`src/rtl/chord_song_reader.sv`:
```
// chord_song_reader: steps through one song of the song ROM and produces the
// chord player's control stream. Each ROM entry becomes either a note load
// or a time advance. The reader waits on the player's note_done and
// activate_done handshakes and pulses song_done once at the end of the song.
module chord_song_reader #(
   parameter int ENTRY_BITS = 5
) (
   input  logic                  i_clk,
   input  logic                  i_reset,
   input  logic                  i_play,
   input  logic [1:0]            i_song,
   input  logic                  i_note_done,
   input  logic                  i_activate_done,
   input  logic                  i_beat,
   output logic [ENTRY_BITS+1:0] o_rom_addr,
   input  logic [12:0]           i_rom_data,
   output logic [5:0]            o_note_to_load,
   output logic [5:0]            o_duration,
   output logic                  o_load_new_note,
   output logic                  o_activate,
   output logic                  o_song_done
);

   localparam logic [2:0] FETCH      = 3'd0;
   localparam logic [2:0] WAIT_ROM   = 3'd1;
   localparam logic [2:0] DECODE     = 3'd2;
   localparam logic [2:0] WAIT_SLOT  = 3'd3;
   localparam logic [2:0] WAIT_TIMER = 3'd4;
   localparam logic [2:0] ARM        = 3'd5;
   localparam logic [2:0] WAIT_ADV   = 3'd6;
   localparam logic [2:0] DONE       = 3'd7;

   logic [2:0]            r_state;
   logic [ENTRY_BITS-1:0] r_entry_idx;
   logic [1:0]            r_song_q;
   logic [12:0]           r_entry_q;
   logic [ENTRY_BITS+1:0] r_rom_addr;
   logic                  r_done_sent;

   logic                  w_song_change;
   logic                  w_active;
   logic                  w_load;
   logic                  w_done_pulse;
   logic [2:0]            w_skip_state;
   logic [ENTRY_BITS-1:0] w_skip_idx;
   logic                  w_unused;

   // The beat tick is reserved for future use; it does not pace the reader.
   assign w_unused = i_beat;

   // A song change (while running) overrides everything, including a strobe
   // that would otherwise fire this cycle.
   assign w_song_change = i_play && (i_song != r_song_q);
   assign w_active      = i_play && !w_song_change;

   assign w_load = w_active &&
                   (((r_state == WAIT_SLOT)  && i_note_done) ||
                    ((r_state == WAIT_TIMER) && i_activate_done));

   // Only the first running cycle in DONE pulses; r_done_sent remembers it.
   assign w_done_pulse = w_active && (r_state == DONE) && !r_done_sent;

   assign o_rom_addr      = r_rom_addr;
   assign o_load_new_note = w_load;
   assign o_activate      = w_load && (r_state == WAIT_TIMER);
   assign o_note_to_load  = w_load ? r_entry_q[11:6] : 6'd0;
   assign o_duration      = w_load ? r_entry_q[5:0]  : 6'd0;
   assign o_song_done     = w_done_pulse;

   // Move to the next entry; the last entry of a song ends it without wrapping.
   always_comb begin
      // NOTE: defaults first so every path assigns both outputs and no latch is inferred.
      w_skip_state = FETCH;
      w_skip_idx   = r_entry_idx + ENTRY_BITS'(1);
      if (&r_entry_idx) begin
         w_skip_state = DONE;
         w_skip_idx   = r_entry_idx;
      end
   end

   // Sequencer state, entry pointer and ROM address register.
   always_ff @(posedge i_clk) begin
      // NOTE: non-blocking assignments so every register samples pre-edge values.
      if (i_reset) begin
         r_state     <= FETCH;
         r_entry_idx <= '0;
         r_song_q    <= i_song;
         r_entry_q   <= '0;
         r_rom_addr  <= {i_song, {ENTRY_BITS{1'b0}}};
         r_done_sent <= 1'b0;
      end else if (w_song_change) begin
         r_state     <= FETCH;
         r_entry_idx <= '0;
         r_song_q    <= i_song;
         r_rom_addr  <= {i_song, {ENTRY_BITS{1'b0}}};
         r_done_sent <= 1'b0;
      end else if (i_play) begin
         case (r_state)
            FETCH: begin
               r_rom_addr <= {r_song_q, r_entry_idx};
               r_state    <= WAIT_ROM;
            end
            WAIT_ROM: r_state <= DECODE;
            DECODE: begin
               r_entry_q <= i_rom_data;
               if (i_rom_data[11:0] == 12'd0) begin
                  r_state <= DONE;
               end else if (i_rom_data[5:0] == 6'd0) begin
                  r_state     <= w_skip_state;
                  r_entry_idx <= w_skip_idx;
               end else if (i_rom_data[12]) begin
                  r_state <= WAIT_TIMER;
               end else begin
                  r_state <= WAIT_SLOT;
               end
            end
            WAIT_SLOT: begin
               if (i_note_done) begin
                  r_state     <= w_skip_state;
                  r_entry_idx <= w_skip_idx;
               end
            end
            WAIT_TIMER: begin
               if (i_activate_done) r_state <= ARM;
            end
            // The timer is still loading here, so activate_done is stale.
            ARM: r_state <= WAIT_ADV;
            WAIT_ADV: begin
               if (i_activate_done) begin
                  r_state     <= w_skip_state;
                  r_entry_idx <= w_skip_idx;
               end
            end
            DONE: begin
               if (!r_done_sent) r_done_sent <= 1'b1;
            end
            default: r_state <= FETCH;
         endcase
      end
   end

endmodule

```
`config.mk`:
```
export PLATFORM = sky130hd
export DESIGN_NAME = chord_song_reader
export DESIGN_NICKNAME = d
export VERILOG_FILES = /design/src/rtl/chord_song_reader.sv
export SDC_FILE = /design/constraint.sdc
export NUM_CORES = 1
export LEC_CHECK = 0
export BUFFER_PORTS_ARGS = -buffer_cell sky130_fd_sc_hd__buf_2
export CORE_MARGIN = 2
export CORE_UTILIZATION = 52
export CTS_CLUSTER_DIAMETER = 80
export DETAILED_ROUTE_END_ITERATION = 16
export HOLD_SLACK_MARGIN = 0.12
export PLACE_DENSITY_LB_ADDON = 0.15
export SLEW_MARGIN = 20
export SYNTH_ARGS = -nofsm -noshare
export SYNTH_HDL_FRONTEND = slang
export SYNTH_SLANG_ARGS = --single-unit
```
`constraint.sdc`:
```
create_clock -name i_clk -period 2.5 [get_ports i_clk]
set_input_delay 0.5 -clock i_clk [delete_from_list [all_inputs] [get_ports i_clk]]
set_output_delay 0.5 -clock i_clk [all_outputs]
set_load 0.1 [all_outputs]
```
* After elaboration in Yosys (flattened, before gate mapping)
Cells that the tools add are included.
** Operators by class
- Add/subtract/negate cells :: 1
- Bitwise logic cells :: 1
- Equal/unequal tests :: 13
- Reduce and logical (&&, ||, !) cells :: 27
- Multiplexer cells :: 22
** Operators with widths (number)
- $mux 7 :: 4
- $mux 5 :: 5
- $mux 3 :: 7
- $pmux 3 s7 :: 1
- $pmux 5 s3 :: 1
- $eq 3x3->1 const B :: 4
- $logic_not 12->1 :: 1
- $mux 6 :: 2
- $ne 2x2->1 const B :: 5
- $reduce_and 5->1 :: 2
- $reduce_bool 3->1 :: 3
- $logic_and 1x1->1 :: 8
- $reduce_bool 7->1 :: 1
- $eq 3x2->1 const B :: 2
- $logic_not 6->1 :: 1
- $reduce_and 2->1 :: 3
- $reduce_and 6->1 :: 1
- $add 5x1->5 const B :: 1
- $mux 2 :: 2
- $eq 3x1->1 const B :: 1
- $logic_not 3->1 :: 1
- $reduce_and 3->1 :: 1
- $logic_not 1->1 :: 2
- $ne 2x2->1 :: 1
- 4 further kinds :: 4
** Word-level totals
- Flip-flop bits (word level) :: 30
- Output and inout port bits :: 22
- Input bits :: 21

* Depth between registers and ports, before layout
- Depth after elaboration :: 6
- Depth in mapped cells :: 7

* Worst setup path after synthesis
No wires, ideal clock.
- Kind :: input to output
- From :: input port i_play
- To :: output port o_song_done
- Stages on the path :: 3
- Data arrival time :: 2922 ps
- Slack :: -922 ps
- Cell sequence :: clkbuf_1 > nand3_1 > nor3_1
** On the way
- Cells in the longest elaborated chain, start to end :: 5
** RTL lines
- from (decl) :: RTL line 10 : input logic i_play,
- $logic_and 1x1->1 :: RTL line 53 : assign w_song_change = i_play && (i_song != r_song_q);
- $logic_not 1->1 :: RTL line 54 : assign w_active = i_play && !w_song_change;
- $logic_and 1x1->1 * :: RTL line 54
- $logic_and 1x1->1 * (2 in a row) :: RTL line 61 : assign w_done_pulse = w_active && (r_state == DONE) && !r_done_sent;
- to (decl) :: RTL line 21 : output logic o_song_done
Every way passes the cells marked *; elsewhere a longest branch is shown, timed or not.

* Final worst setup path
- From :: register r_song_q[1]
- To :: output port o_activate
** On the way
- Cells in the longest elaborated chain, start to end :: 6
** RTL lines
- from (decl) :: RTL line 35 : logic [1:0] r_song_q;
- from (signal assigned) :: RTL line 87 : r_song_q <= i_song;
- from (signal assigned) :: RTL line 94 : r_song_q <= i_song;
- $ne 2x2->1 :: RTL line 53
- $logic_and 1x1->1 :: RTL line 53
- $logic_not 1->1 :: RTL line 54
- $logic_and 1x1->1 :: RTL line 54
- $logic_and 1x1->1 :: RTL line 56 : assign w_load = w_active &&
- $logic_and 1x1->1 :: RTL line 65 : assign o_activate = w_load && (r_state == WAIT_TIMER);
- to (decl) :: RTL line 20 : output logic o_activate,
No other way between the ends.

==> metrics.md <==
| Metric | Value |
|---|---|
| Crit path DAT | ~1900 ps |
| Post-Layout Cell Count | 245 |
| Setup crit end kind | output port |
| Total gr overflow | 0 |
| Sequential-to-total area share from yosys stat | 40.06% |
| Status | complete, no violations |
| Total track usage | 20.70% |
| Critical-path maximum fanout | 14 |
| Min Hold Slack | roughly 420 ps |
| Peak VDD IR | 0.4068 mV |
| Seq. cell area | ~640 µm² |
| # port buffers | 41 |
| Placer Congestion | 0.7513 |
| Final period utilization | 94.50% |
| # IOs | 43 |
| Drt wl/cell | between 10 and 15 µm |
| Core area | roughly 3000 µm² |
| CP Launch Type | register |
| Netlist cell types | 41 |
| Routed vias | 1,352 |
| Vias in the first global route | approximately 1,300 |
| YS warnings | 0 |
| Max-slew violation count | 0 |
| Critical path class | register to output port |
| Ys flop type | dfxtp_1 |
| Largest net degree at the start of global routing | 24 |
| Synth area leader | dfxtp_1 |
| Fill cells | approximately 230 |
| Commonest cells in the synthesized netlist | 26 x dfxtp_1, 24 x mux2i_1, 23 x nor2_1 |
| Post-synth EDFFs | 4 |
| Post-DP HPWL | 2681 µm |
| Setup TNS | 0 ps |
| H-tree depth | 2 |
| Count leader, synth | dfxtp_1 |
| Ys async rst share | 0% |
| Final min period | 2362 ps |
| Clock sink count | 30 |
| Die Y | 59.46 µm |
| TritonCTS buffer count | 5 |
| Initial drt markers | 59 |
| Clk_lat worst skew | 320 ps |
| Clk slew on worst S/H paths | 90 ps |
| Crit path buf inv count | 2 |
| Post-Route Skew | 5.492 ps |
| Post-Synthesis Cells | 168 |
| Worst slew pin tran | 536.8 ps |
| CTS tree | done |
| Layout area overhead | 35.29% |
| Vias per cell | 5.518 |
| Top delay family on crit path | simple AND/OR/NAND/NOR gates |
| Post-DP Area | just over 2000 µm² |
| Crit path required time | 2000 ps |
| Initial Util | 53.70% |
| Slowest cell on the critical path | edfxtp_1 |
| Routed WL | 3400 µm |
| TritonRoute pass-1 iters | 4 |
| Final setup fails | 0 |
| # rows | 20 |
| Antenna-violating nets left | 0 |
| Max stage delay on crit path | 440 ps |
| Nets@finish | 235 |
| Worst Hold Class | primary input to register |
| Max Fclk | 423.3 MHz |
| Top post-synthesis cells by area | dfxtp_1 33%, mux2i_1 15%, edfxtp_1 7.5%, nor2_1 5.4%, and2_1 5.1% |
| Final count of hold timing violations | 0 |
| Fin area | 2163 µm² |
| Relative slew slack | 64.05% |
| Die Wd | 59.46 µm |
| Synthesis-stage register bit count | 30 |
| Max-Cap Viols | 0 |
| Synthesized cell area | approximately 1600 µm² |
| DRC viols | 0 |
| Die ar. | 3535 µm² |
| Antenna violations before repair | 0 |
| # diodes | 0 |
| Placed cells | between 200 and 250 |
| First-pass GRT wire length | around 5500 µm |
| Power Dens Cells | roughly 440 nW/µm² |
| Area of the multi-input gates | 940.9 µm² |
| CTS max path bufs | 2 |
| CTS root buffer | clkbuf_4 |
| Synth top area share | 32.55% |
| P_leak | between 0.9 and 1 nW |
| Net count after synthesis | 192 |
| CP Cell Sequence | xnor2_2 -> nand3_1 -> nor2_1 -> buf_6 -> and3_1 -> buf_12 |
| Cts hold-fix bufs | 0 |
| Syn avg cell area | 9.518 µm² |
| Fraction of layout cells with a size suffix above 1 | around 36% |
cells by family after synthesis:
kind of cell    count (synthesis)  synth area share (%)
simple gates                   71                 25.43
flops                          30                 40.06
mux                            24                 15.02
compound gates                 22                 11.82
buf+inv                        15                 3.677
xor+xnor                        3                 1.643
fa+ha+maj                       3                 2.348
per-layer routing:
layer | global-route usage (%) | wire length (µm) | up-vias
li1 | - | - | 684
met2 | 36.42 | 1785 | 31
met5 | 0 | 0 | -
met3 | 6.114 | 151 | 0
met1 | 24.59 | 1463 | 637
met4 | 4.870 | 0 | 0
layout make-up:
| class | instances | share of cell area [%] |
|---|---|---|
| tap | 33 | 1.909 |
| multi-input combinational | 123 | 43.49 |
| clock inverter | 1 | 0.2313 |
| sequential | 30 | 29.67 |
| inverter | 4 | 0.6940 |
| timing repair buffer | 47 | 21.46 |
| clock buffer | 7 | 2.545 |
worst paths after layout:
path / start / end / slack, ps / cells after the start
worst max-delay path: r_song_q[1] / o_activate / 140 / 6
worst min-delay path: i_song[1] / r_song_q[1] / 420 / 1
worst max register to register: r_entry_idx[0] / r_entry_idx[3] / 550 / 7
worst min register to register: o_rom_addr[3] / o_rom_addr[3] / 500 / 2
power breakdown:
group / total, mW / internal, mW / leakage, nW / switching (mW)
sequential: 0.509 / 0.499 / 0.251 / 0.0103
clock: 0.290 / 0.136 / 0.0353 / 0.154
combinational: 0.142 / 0.0536 / 0.696 / 0.0880
total: 0.941 / 0.689 / 0.982 / 0.253
registers in the layout, summed over array words and instances, names as in the netlist:
register and flops:
o_rom_addr 7, r_done_sent 1, r_entry_idx 5, r_entry_q 12, r_song_q 2, r_state 3
layout by cell type (no fill, tap or decap), drive strengths merged, types with 3 or more instances in the layout:
cell type   n
a31oi       4
or2         4
nand3b      7
clkbuf      7
a21oi       4
nor2       23
inv         4
nand2b      4
edfxtp      4
mux2i      24
and2       13
dfxtp      26
ha          3
nand2       4
buf        47
a211oi      3
or3b        4
o211ai      3
stage by stage:
stage	utilization (%)	worst slack [ps]	power, mW
final	72.65	137.6	0.9413
after floorplan	-	-68.56	0.6140
after global placement	69.37	236.6	0.6461
after global routing	72.65	-2.048	0.9891
after detailed placement	69.37	188.9	0.6526
after CTS	71.39	0.6042	0.9452
repair_timing:
item,CTS,global route
endpoints found under the setup margin,0,13
setup buffers,0,2
resized for setup,0,5
Power figures use the tool's default switching activity.
